--- config.mk ---
export PLATFORM = sky130hd
export DESIGN_NAME = mux_deser_16to1
export DESIGN_NICKNAME = d
export VERILOG_FILES = /design/src/rtl/mux_pkg.sv /design/src/rtl/demux_1to16_reg.sv /design/src/rtl/mux_deser_16to1.sv
export SDC_FILE = /design/constraint.sdc
export NUM_CORES = 1
export LEC_CHECK = 0
export ABC_AREA = 1
export BUFFER_PORTS_ARGS = -buffer_cell sky130_fd_sc_hd__buf_2
export CORE_ASPECT_RATIO = 0.8
export CORE_MARGIN = 2
export CORE_UTILIZATION = 51
export DETAILED_ROUTE_END_ITERATION = 8
export PLACE_DENSITY = 0.76
export SETUP_SLACK_MARGIN = 0.02
export SYNTH_ARGS = -nofsm -noshare
export SYNTH_HDL_FRONTEND = slang
export SYNTH_SLANG_ARGS = --single-unit
--- constraint.sdc ---
create_clock -name clk -period 1.3 [get_ports clk]
set_input_delay 0.195 -clock clk [delete_from_list [all_inputs] [get_ports clk]]
set_output_delay 0.195 -clock clk [all_outputs]
set_load 0.005 [all_outputs]
--- src/rtl/mux_pkg.sv ---
// Shared constants and FSM encoding for the 16:1 mux deserializer.
package mux_pkg;
  localparam int WIDTH_DEF = 16;
  localparam int SEL_W_DEF = 4;
  localparam int CNT_W     = 8;

  typedef enum logic {
    IDLE    = 1'b0,
    COLLECT = 1'b1
  } state_t;
endpackage

--- src/rtl/demux_1to16_reg.sv ---
// Registered 1:WIDTH demux: each strobed bit lands at its sel position.
module demux_1to16_reg #(
  parameter int WIDTH = mux_pkg::WIDTH_DEF,
  parameter int SEL_W = mux_pkg::SEL_W_DEF
) (
  input  logic             clk,
  input  logic             rst_n,
  input  logic             bit_valid,
  input  logic [SEL_W-1:0] sel_in,
  input  logic             bit_in,
  output logic [WIDTH-1:0] dmx_out
);
  always_ff @(posedge clk or negedge rst_n) begin
    if (!rst_n) begin
      dmx_out <= '0;
    end else if (bit_valid) begin
      dmx_out[sel_in] <= bit_in;
    end
  end
endmodule

--- src/rtl/mux_deser_16to1.sv ---
// Reassembles a serialized word from sel-tagged bits; checks scan order.
module mux_deser_16to1
  import mux_pkg::*;
#(
  parameter int WIDTH = WIDTH_DEF,
  parameter int SEL_W = SEL_W_DEF
) (
  input  logic             clk,
  input  logic             rst_n,
  input  logic             clear,
  input  logic             bit_in,
  input  logic [SEL_W-1:0] sel_in,
  input  logic             bit_valid,
  output logic [WIDTH-1:0] dmx_out,
  output logic [WIDTH-1:0] word_out,
  output logic             word_valid,
  output logic             seq_err,
  output logic             busy,
  output logic [CNT_W-1:0] word_cnt
);
  localparam logic [SEL_W-1:0] LAST = SEL_W'(WIDTH - 1);

  state_t           state_q, state_d;
  logic [SEL_W-1:0] exp_q, exp_d;
  logic [WIDTH-1:0] shadow_q, shadow_d;
  logic [WIDTH-1:0] word_d;
  logic [CNT_W-1:0] cnt_d;
  logic             wv_d, err_d;

  demux_1to16_reg #(.WIDTH(WIDTH), .SEL_W(SEL_W)) u_dmx (
    .clk       (clk),
    .rst_n     (rst_n),
    .bit_valid (bit_valid),
    .sel_in    (sel_in),
    .bit_in    (bit_in),
    .dmx_out   (dmx_out)
  );

  assign busy = (state_q == COLLECT);

  always_comb begin
    state_d  = state_q;
    exp_d    = exp_q;
    shadow_d = shadow_q;
    word_d   = word_out;
    cnt_d    = word_cnt;
    wv_d     = 1'b0;
    err_d    = 1'b0;
    if (clear) begin
      state_d = IDLE;
      exp_d   = '0;
    end else if (bit_valid) begin
      unique case (state_q)
        IDLE: begin
          if (sel_in == '0) begin
            shadow_d[0] = bit_in;
            exp_d       = SEL_W'(1);
            state_d     = COLLECT;
          end else begin
            err_d = 1'b1;
          end
        end
        COLLECT: begin
          if (sel_in == exp_q) begin
            shadow_d[sel_in] = bit_in;
            exp_d            = exp_q + SEL_W'(1);
            if (sel_in == LAST) begin
              word_d  = shadow_d;
              wv_d    = 1'b1;
              cnt_d   = word_cnt + CNT_W'(1);
              state_d = IDLE;
            end
          end else begin
            // Out-of-order bit; a fresh sel 0 restarts rather than idling.
            err_d = 1'b1;
            if (sel_in == '0) begin
              shadow_d[0] = bit_in;
              exp_d       = SEL_W'(1);
            end else begin
              exp_d   = '0;
              state_d = IDLE;
            end
          end
        end
        default: state_d = IDLE;
      endcase
    end
  end

  always_ff @(posedge clk or negedge rst_n) begin
    if (!rst_n) begin
      state_q    <= IDLE;
      exp_q      <= '0;
      shadow_q   <= '0;
      word_out   <= '0;
      word_cnt   <= '0;
      word_valid <= 1'b0;
      seq_err    <= 1'b0;
    end else begin
      state_q    <= state_d;
      exp_q      <= exp_d;
      shadow_q   <= shadow_d;
      word_out   <= word_d;
      word_cnt   <= cnt_d;
      word_valid <= wv_d;
      seq_err    <= err_d;
    end
  end
endmodule

==> impl_metrics.ini, run 1 <==
[drt]
viasPerCell = 5.23
wl_per_cell_um = 13.9
drtIter0Drc = 192
wl_um = 8230
num_vias = 3108
ant_nets = 0
first_pass_iters = 5
drc = 0

[synth]
synth_top_area_share_pct = 48.5
yosysTopAreaCell = dfrtp_1
synth_area_leaders = dfrtp_1 48%, nand2_1 21%, nand3_1 5.2%, o21ai_0 5.2%, nand4_1 4.8%
syn_area_um2 = 3250
ys_ff_latch = 63
yosysWarnings = 0
synth_edf_count = 0
synth_common_cells = 178 x nand2_1, 63 x dfrtp_1, 34 x nand3_1, 34 x o21ai_0, 25 x nand4_1
synth_cells = 419
yosysSeqAreaShare_pct = 48.5
synth_fp_nets = 430
synthDistinctLibCells = 29
async_flop_share_pct = 100
syn_avg_cell_area_um2 = 7.76
synth_ff_type = dfrtp_1
synth.most_common_cell = nand2_1

[clocking]
clockBufferDepth = 2
cts_tree = done
clk_pin_slew_ns = 0.07
numCtsBuffers = 9
cts.sinks = 63
worstSkewPairLatency_ns = 0.35
root_buffer = clkbuf_8
h-tree-depth = 3

[critical_path]
r2r-end = shadow_q[14]
critical-path-max-stage-delay_ns = 0.41
start_kind = flop
critical_path_class = reg2reg
cp_cell_sequence = inv_2 > nand2_1 > nand2_2 > nor2_4 > nand2_4 > nor2_8 > buf_4 > nand2_4 > nand2_1 > nand2_1
end_kind = flop
critical_path_required_ns = 1.54
arrival_ns = 1.68
r2r_cells = 10
cpLargestDelayFamily = simple AND/OR/NAND/NOR gates
r2r_slack_ns = -0.14
crit_top_cell = nand2_1
slowest_stage = dfrtp_1
r2r_start = exp_q[0]
crit_buf_inv = 2
critical_path.max_fanout = 7

[final_layout]
fillers = 492
area_delta_synth_final_pct = 27.2
layout.nets = 519
final_cells = 594
layout-drive-gt1-share_pct = 27.7
design_area_um2 = 4140
antenna_cells = 0

[floorplanning]
die-area_um2 = 7040
fp.dieW_um = 93.3
core_area_um2 = 6040
rows = 25
start_util_pct = 53.9
die_h_um = 75.4
io_pins = 52

[global_routing]
overflow = 0
grt_max_degree = 32
grt_pass1_wl_um = 13800
track_usage_pct = 25.6
antenna_found_initial = 0
grt_pass1_vias = 2924

[hold_path]
holdPathStages = 4
min_to = exp_q[2]
hp-class = in2reg
hold_start = clear

[sta]
period_minus_slack_ns = 1.44
rsz0062_at_grt = yes
clock_skew_ns = 0.00930
finalHoldViolations = 0
setup_ws_ns = -0.139
period_share_pct = 111
slew_headroom_pct = 63.1
tightest_slew_ns = 0.551
final-setup-viol-count = 42
drv_slew = 0
fmax_ghz = 0.695

[job]
cap_viol_max_count = 0

[pwr]
power_density_nw_per_um2 = 1020
leakage_uw = 0.00231
vdd_drop_max_mv = 0.695

[outcome]
status = finished with violations
violations = setup timing

[placement]
globalplace.congestion = 0.887
dp_hpwl_um = 5730
io_buffers = 51
placedCellCount = 569
postPlaceCellArea_um2 = 3820
-- power by group --
part / internal, uW / switching [uW] / leakage [uW]
Clock: 692 / 786 / 0.0000833
Combinational: 246 / 335 / 0.00137
Sequential: 2080 / 66.8 / 0.000856
Total: 3020 / 1190 / 0.00231
-- tightest hold or removal path, delay by kind of cell --
| family | cells | cell delay, ns |
|---|---|---|
| and+or+nand+nor | 1 | 0.06 |
| AOI/OAI and AO/OA | 2 | 0.09 |
| buffers and inverters | 1 | 0.12 |
-- sequential cells by signal, summed over array words and instances (netlist names) --
| signal | flops |
|---|---|
| word_cnt | 8 |
| word_out | 16 |
| u_dmx.dmx_out | 16 |
| shadow_q | 16 |
| busy | 1 |
| word_valid | 1 |
| seq_err | 1 |
| exp_q | 4 |
-- area by class of cell --
class	instances	area, um2	share of cell area, %
Sequential cell	63	1580	38.1
Inverter	26	97.6	2.36
Timing Repair Buffer	95	662	16.0
Multi-Input combinational cell	313	1540	37.1
Clock buffer	11	131	3.17
Clock inverter	5	35.0	0.846
Tap cell	81	101	2.45
-- what timing repair did --
item | 4_1_cts | 5_1_grt
hold buffers | 1 | 0
pin swaps | 12 | 5
endpoints found under the hold margin | 13 | 0
cloned | 1 | 0
setup endpoints to repair | 43 | 46
gates resized for setup | 7 | 19
setup buffers | 6 | 1
-- placed cells by master (no fill, tap or decap), drive strengths merged --
cell type,netlist,routed
nand2,180,181
buf,15,94
dfrtp,63,63
o21ai,34,34
nand3,34,34
nand4,26,26
inv,26,26
nor2,21,21
clkbuf,3,11
clkinv,0,4
a21oi,3,3
xor2,3,3
xnor2,2,2
nand3b,2,2
ha,2,2
a31oi,1,1
mux2,1,1
a21boi,1,1
o22ai,1,1
or2,1,1
clkinvlp,0,1
dlygate4sd3,0,1
-- routing by layer --
layer / vias to the layer above / wire length (um) / GRT usage [%]
li1: 1544 / - / -
met1: 1429 / 3790 / 35.3
met2: 121 / 3610 / 38.7
met3: 14 / 694 / 7.91
met4: 0 / 129 / 9.48
met5: - / 0 / 0
-- worst max-delay path by stage --
stage	start	end	slack [ns]	cells after the start
after floorplan	exp_q[0]	shadow_q[11]	-0.04	10
after global placement	exp_q[1]	exp_q[2]	-0.10	9
after detailed placement	exp_q[1]	word_out[12]	-0.10	9
after CTS	exp_q[0]	shadow_q[12]	-0.1	10
after global routing	exp_q[2]	shadow_q[7]	-0.23	10
final	exp_q[0]	shadow_q[14]	-0.14	10
-- kinds of logic (layout without fill, tap and decap cells) --
| group | Yosys count | after routing | share of synthesized area (%) |
|---|---|---|---|
| AO/OA/AOI/OAI | 40 | 40 | 6.31 |
| XOR/XNOR | 5 | 5 | 1.35 |
| adder cells (fa/ha/maj) | 2 | 2 | 0.769 |
| buffers and inverters | 44 | 137 | 6.88 |
| flip-flops | 63 | 63 | 48.5 |
| multiplexers | 1 | 1 | 0.346 |
| AND/OR/NAND/NOR | 264 | 265 | 35.9 |
-- through the flow --
| step | TNS (ns) | hold slack (ns) | setup slack [ns] | total power, uW | util, % |
|---|---|---|---|---|---|
| global route | -8.01 | 0.197 | -0.228 | 4420 | 68.6 |
| floorplan | -0.430 | -0.101 | -0.0430 | 2440 | - |
| finish | -3.92 | 0.162 | -0.139 | 4210 | 68.6 |
| detailed placement | -3.40 | 0.151 | -0.102 | 2740 | 63.3 |
| CTS | -2.82 | 0.157 | -0.0971 | 4230 | 67.6 |
| global placement | -2.05 | 0.150 | -0.103 | 2720 | 63.3 |
(Power assumes the default switching activity.)
==> run 2: changes to the inputs <==
--- a/config.mk
+++ b/config.mk
@@ -8,7 +8,7 @@
 export ABC_AREA = 1
 export BUFFER_PORTS_ARGS = -buffer_cell sky130_fd_sc_hd__buf_2
 export CORE_ASPECT_RATIO = 0.8
-export CORE_MARGIN = 2
+export CORE_MARGIN = 3
 export CORE_UTILIZATION = 51
 export DETAILED_ROUTE_END_ITERATION = 8
 export PLACE_DENSITY = 0.76
==> impl_metrics.ini, run 2 (synthesis gave the netlist of run 1 again) <==
[outcome]
status = finished with violations
violations = setup timing

[drt]
wl_um = 8300
ant_nets = 0
num_vias = 3159
drtIter0Drc = 197
wl_per_cell_um = 13.9
first_pass_iters = 5
drc = 0
viasPerCell = 5.28

[clocking]
numCtsBuffers = 9
h-tree-depth = 3
cts_tree = done
root_buffer = clkbuf_8
clk_pin_slew_ns = 0.07
clockBufferDepth = 2
worstSkewPairLatency_ns = 0.35
cts.sinks = 63

[floorplanning]
die-area_um2 = 7380
rows = 25
fp.dieW_um = 95.3
die_h_um = 77.4
start_util_pct = 53.9
core_area_um2 = 6040
io_pins = 52

[pwr]
vdd_drop_max_mv = 0.824
power_uw = 4570
leakage_uw = 0.00234
power_density_nw_per_um2 = 1090

[sta]
setup_ws_ns = -0.101
slew_headroom_pct = 75.7
finalHoldViolations = 0
rsz0062_at_grt = yes
final-setup-viol-count = 45
drv_slew = 0
fmax_ghz = 0.714
tightest_slew_ns = 0.364
clock_skew_ns = 0.00897
period_minus_slack_ns = 1.40
period_share_pct = 108

[critical_path]
start_kind = flop
end_kind = flop
crit_start = exp_q[2]
r2r_start = exp_q[2]
r2r_cells = 9
critPathCapture = shadow_q[2]
arrival_ns = 1.64
critical_path.max_fanout = 8
r2r_slack_ns = -0.10
critical_path_class = reg2reg
critical_path_required_ns = 1.54
r2r-end = shadow_q[2]

[final_layout]
layout.nets = 523
final_cells = 598
area_delta_synth_final_pct = 29.1
mostFrequentLayoutCell = nand2_1
multi_input_area_um2 = 1530
fillers = 487
antenna_cells = 0
layout-drive-gt1-share_pct = 28.4
layout_common_cells = 164 x nand2_1, 63 x dfrtp_1, 51 x buf_2
register_area_um2 = 1580
reg_top3 = shadow_q: 16 flops, u_dmx.dmx_out: 16 flops, word_out: 16 flops

[hold_path]
hp-class = in2reg

[global_routing]
grt_pass1_vias = 2972
grt_pass1_wl_um = 14400
overflow = 0
track_usage_pct = 24.9
grt_max_degree = 64
antenna_found_initial = 0

[job]
cap_viol_max_count = 0

[placement]
dp_hpwl_um = 5590
io_buffers = 51
placedCellCount = 571
globalplace.congestion = 0.905
run 2: cell types whose count changed in the layout (fill, tap and decap cells not counted), moves of 2 or more:
cell,change
inv_6,+2
clkbuf_1,-2
buf_4,+4
clkbuf_8,+2
clkinv_4,-2
clkinv_2,-2
run 2: what timing repair did:
| action | in CTS | in global routing |
|---|---|---|
| endpoints found under the hold margin | 63 | 0 |
| gates cloned | 2 | 0 |
| setup buffers | 7 | 1 |
| gates resized for setup | 9 | 17 |
| hold buffers | 1 | 0 |
| pin swaps | 3 | 1 |
| endpoints found under the setup margin | 43 | 46 |
run 2: metal layers:
layer | vias up | global-route usage [%] | share of wire (%)
met1 | 1474 | 36.9 | 47
met2 | 116 | 35.4 | 44
met4 | 0 | 6.34 | 1.4
li1 | 1556 | - | -
met3 | 13 | 7.36 | 7.8
met5 | - | 0 | 0
run 2: cell type report:
cell class / instances / share of cell area, %
Tap cell: 81 / 2.41
Multi-Input combinational cell: 313 / 36.4
Inverter: 26 / 2.32
Clock inverter: 5 / 1.49
Timing Repair Buffer: 99 / 16.3
Clock buffer: 11 / 3.60
Sequential cell: 63 / 37.5
run 2: worst min-delay path by stage:
stage,from,end,slack (ns),depth (start not counted)
after global placement,rst_n,word_cnt[4],0.23,2
final,clear,exp_q[2],0.17,4
after global routing,clear,exp_q[2],0.18,4
after floorplan,rst_n,busy,-0.10,0
after detailed placement,rst_n,word_cnt[2],0.24,2
after CTS,clear,exp_q[2],0.17,4
run 2: worst max-delay path: stages (launching register included):
cell	delay, ns
dfrtp_1	0.41
nand2_1	0.10
nand2_2	0.08
nor2_4	0.14
nand2_4	0.08
nor2_8	0.15
buf_6	0.14
nand2_8	0.07
nand2_2	0.08
nand2_2	0.05
run 2: report_power, final:
| group | switching (uW) | total (uW) | leakage, uW | internal (uW) |
|---|---|---|---|---|
| logic | 340 | 589 | 0.00138 | 249 |
| registers | 66.2 | 2150 | 0.000856 | 2080 |
| clock network | 830 | 1830 | 0.000103 | 1000 |
run 2: through the flow:
step	util [%]	hold WS (ns)	area [um2]	setup TNS [ns]	setup WS, ns
CTS	68.7	0.169	4150	-3.20	-0.109
global placement	63.3	0.235	3820	-1.23	-0.0564
finish	69.6	0.168	4200	-3.53	-0.101
floorplan	-	-0.101	3260	-0.430	-0.0430
detailed placement	63.3	0.237	3820	-3.16	-0.109
global route	69.6	0.181	4200	-7.46	-0.200
==> run 3: changes to the inputs <==
==> constraint.sdc (replaced) <==
create_clock -name clk -period 1.3 [get_ports clk]
set_input_delay 0.195 -clock clk [delete_from_list [all_inputs] [get_ports clk]]
set_output_delay 0.195 -clock clk [all_outputs]
set_load 0.1 [all_outputs]
==> impl_metrics.ini, run 3 (synthesis gave the netlist of run 1 again) <==
[outcome]
status = finished with violations
violations = setup timing

[clocking]
worstSkewPairLatency_ns = 0.35
numCtsBuffers = 9
root_buffer = clkbuf_8
clockBufferDepth = 2
cts_tree = done
clk_pin_slew_ns = 0.08
h-tree-depth = 3
cts.sinks = 63

[drt]
drtIter0Drc = 342
first_pass_iters = 6
num_vias = 3357
wl_met1_um = 4040
routed-wl-met2_um = 4640
wl_per_cell_um = 15.8
drc = 0
maxUsedRoutingLayer = met4
ant_nets = 0
routed-wl-met3_um = 781
viasPerCell = 5.49
wl_um = 9650

[placement]
dp_hpwl_um = 6070
dp_worst_setup_slack_ns = -0.157
postPlaceCellArea_um2 = 4340
placedCellCount = 576
globalplace.congestion = 0.901
io_buffers = 51

[critical_path]
start_kind = flop
r2r_slack_ns = -0.25
crit_top_cell = nand2_2
critical_path_class = reg2reg
r2r_cells = 10
r2r-end = word_cnt[0]
cp_cell_sequence = inv_2 > nand2_2 > nand2_2 > nor2_4 > nand2_4 > nor2_8 > buf_4 > buf_16 > nand4_1 > nand2_1
critical_path.max_fanout = 10
r2r_start = exp_q[0]
critical_path_required_ns = 1.58
end_kind = flop
slowest_stage = dfrtp_1
arrival_ns = 1.83
critical-path-max-stage-delay_ns = 0.42

[final_layout]
register_area_um2 = 1600
layout_common_cells = 159 x nand2_1, 57 x buf_4, 54 x dfrtp_1
fin_util_pct = 82.1
design_area_um2 = 4950
multi_input_area_um2 = 1600
final_cells = 611
antenna_cells = 0
layout.nets = 536
fillers = 340
layout-drive-gt1-share_pct = 34.3
reg_top3 = shadow_q: 16 flops, u_dmx.dmx_out: 16 flops, word_out: 16 flops
area_delta_synth_final_pct = 52.3
mostFrequentLayoutCell = nand2_1

[sta]
setup_ws_ns = -0.254
clock_skew_ns = 0.0107
drv_slew = 0
final-setup-viol-count = 44
rsz0062_at_grt = yes
period_minus_slack_ns = 1.55
period_share_pct = 120
finalHoldViolations = 0
slew_headroom_pct = 70.9
fmax_ghz = 0.643
tightest_slew_ns = 0.435

[floorplanning]
core_area_um2 = 6040
fp.dieW_um = 95.3
rows = 25
die-area_um2 = 7380
io_pins = 52
start_util_pct = 53.9
die_h_um = 77.4

[pwr]
power_density_nw_per_um2 = 1130
vdd_drop_max_mv = 1.44
leakage_uw = 0.00249
power_uw = 5610

[hold_path]
hold_start = clear
min_to = exp_q[2]
holdPathStages = 4
hp-class = in2reg

[global_routing]
grt_pass1_wl_um = 15700
grt_max_degree = 31
track_usage_pct = 27.4
grt_pass1_vias = 3255
overflow = 0
antenna_found_initial = 0

[job]
cap_viol_max_count = 0
==> run 3: how the worst max path moves through the flow <==
stage	from	endpoint	slack, ns	cells past startpoint
2_1_floorplan	busy	shadow_q[11]	-0.16	6
5_1_grt	exp_q[1]	word_cnt[0]	-0.31	10
3_5_place_dp	exp_q[1]	word_out[8]	-0.16	9
4_1_cts	exp_q[3]	word_out[15]	-0.14	8
3_3_place_gp	exp_q[1]	exp_q[0]	-0.10	10
6_report	exp_q[0]	word_cnt[0]	-0.25	10
==> run 3: power by group <==
part	switching, uW	internal, uW	leakage (uW)
logic	1140	505	0.00155
registers	116	2080	0.000840
clock network	830	943	0.0000989
==> run 3: area by class of cell <==
| class | instances | area share [%] |
|---|---|---|
| repair buffers | 113 | 27.2 |
| clock buffers | 10 | 2.78 |
| well taps | 81 | 2.05 |
| multi-input cells | 312 | 32.4 |
| flip-flops and latches | 63 | 32.2 |
| inverters | 26 | 2.07 |
| clock inverters | 6 | 1.36 |
==> run 3: critical path, delay by kind of cell, from the launching register on <==
kind                   cells  cell delay (ns)
buffers and inverters      3             0.34
flip-flops                 1             0.42
AND/OR/NAND/NOR            7             0.72
==> run 3: through the flow <==
| step | setup TNS [ns] | hold WS [ns] |
|---|---|---|
| 6_report | -6.44 | 0.176 |
| 5_1_grt | -9.96 | 0.189 |
| 4_1_cts | -4.20 | 0.157 |
| 3_5_place_dp | -5.35 | 0.0576 |
| 3_3_place_gp | -3.62 | 0.0596 |
| 2_1_floorplan | -4.47 | -0.101 |
==> run 3: timing repair <==
action                     in CTS  in global routing
setup endpoints to repair      59                 47
pin swaps                      19                 10
hold buffers                    1                  0
setup buffers                  12                  6
gates cloned                    2                  0
resized for setup              35                 32
hold endpoints to repair       36                  0
==> run 3: routing by layer <==
layer	up-vias	global-route usage, %
met5	-	0
met4	0	9.94
met3	17	6.30
met2	179	43.8
met1	1577	36.4
li1	1584	-
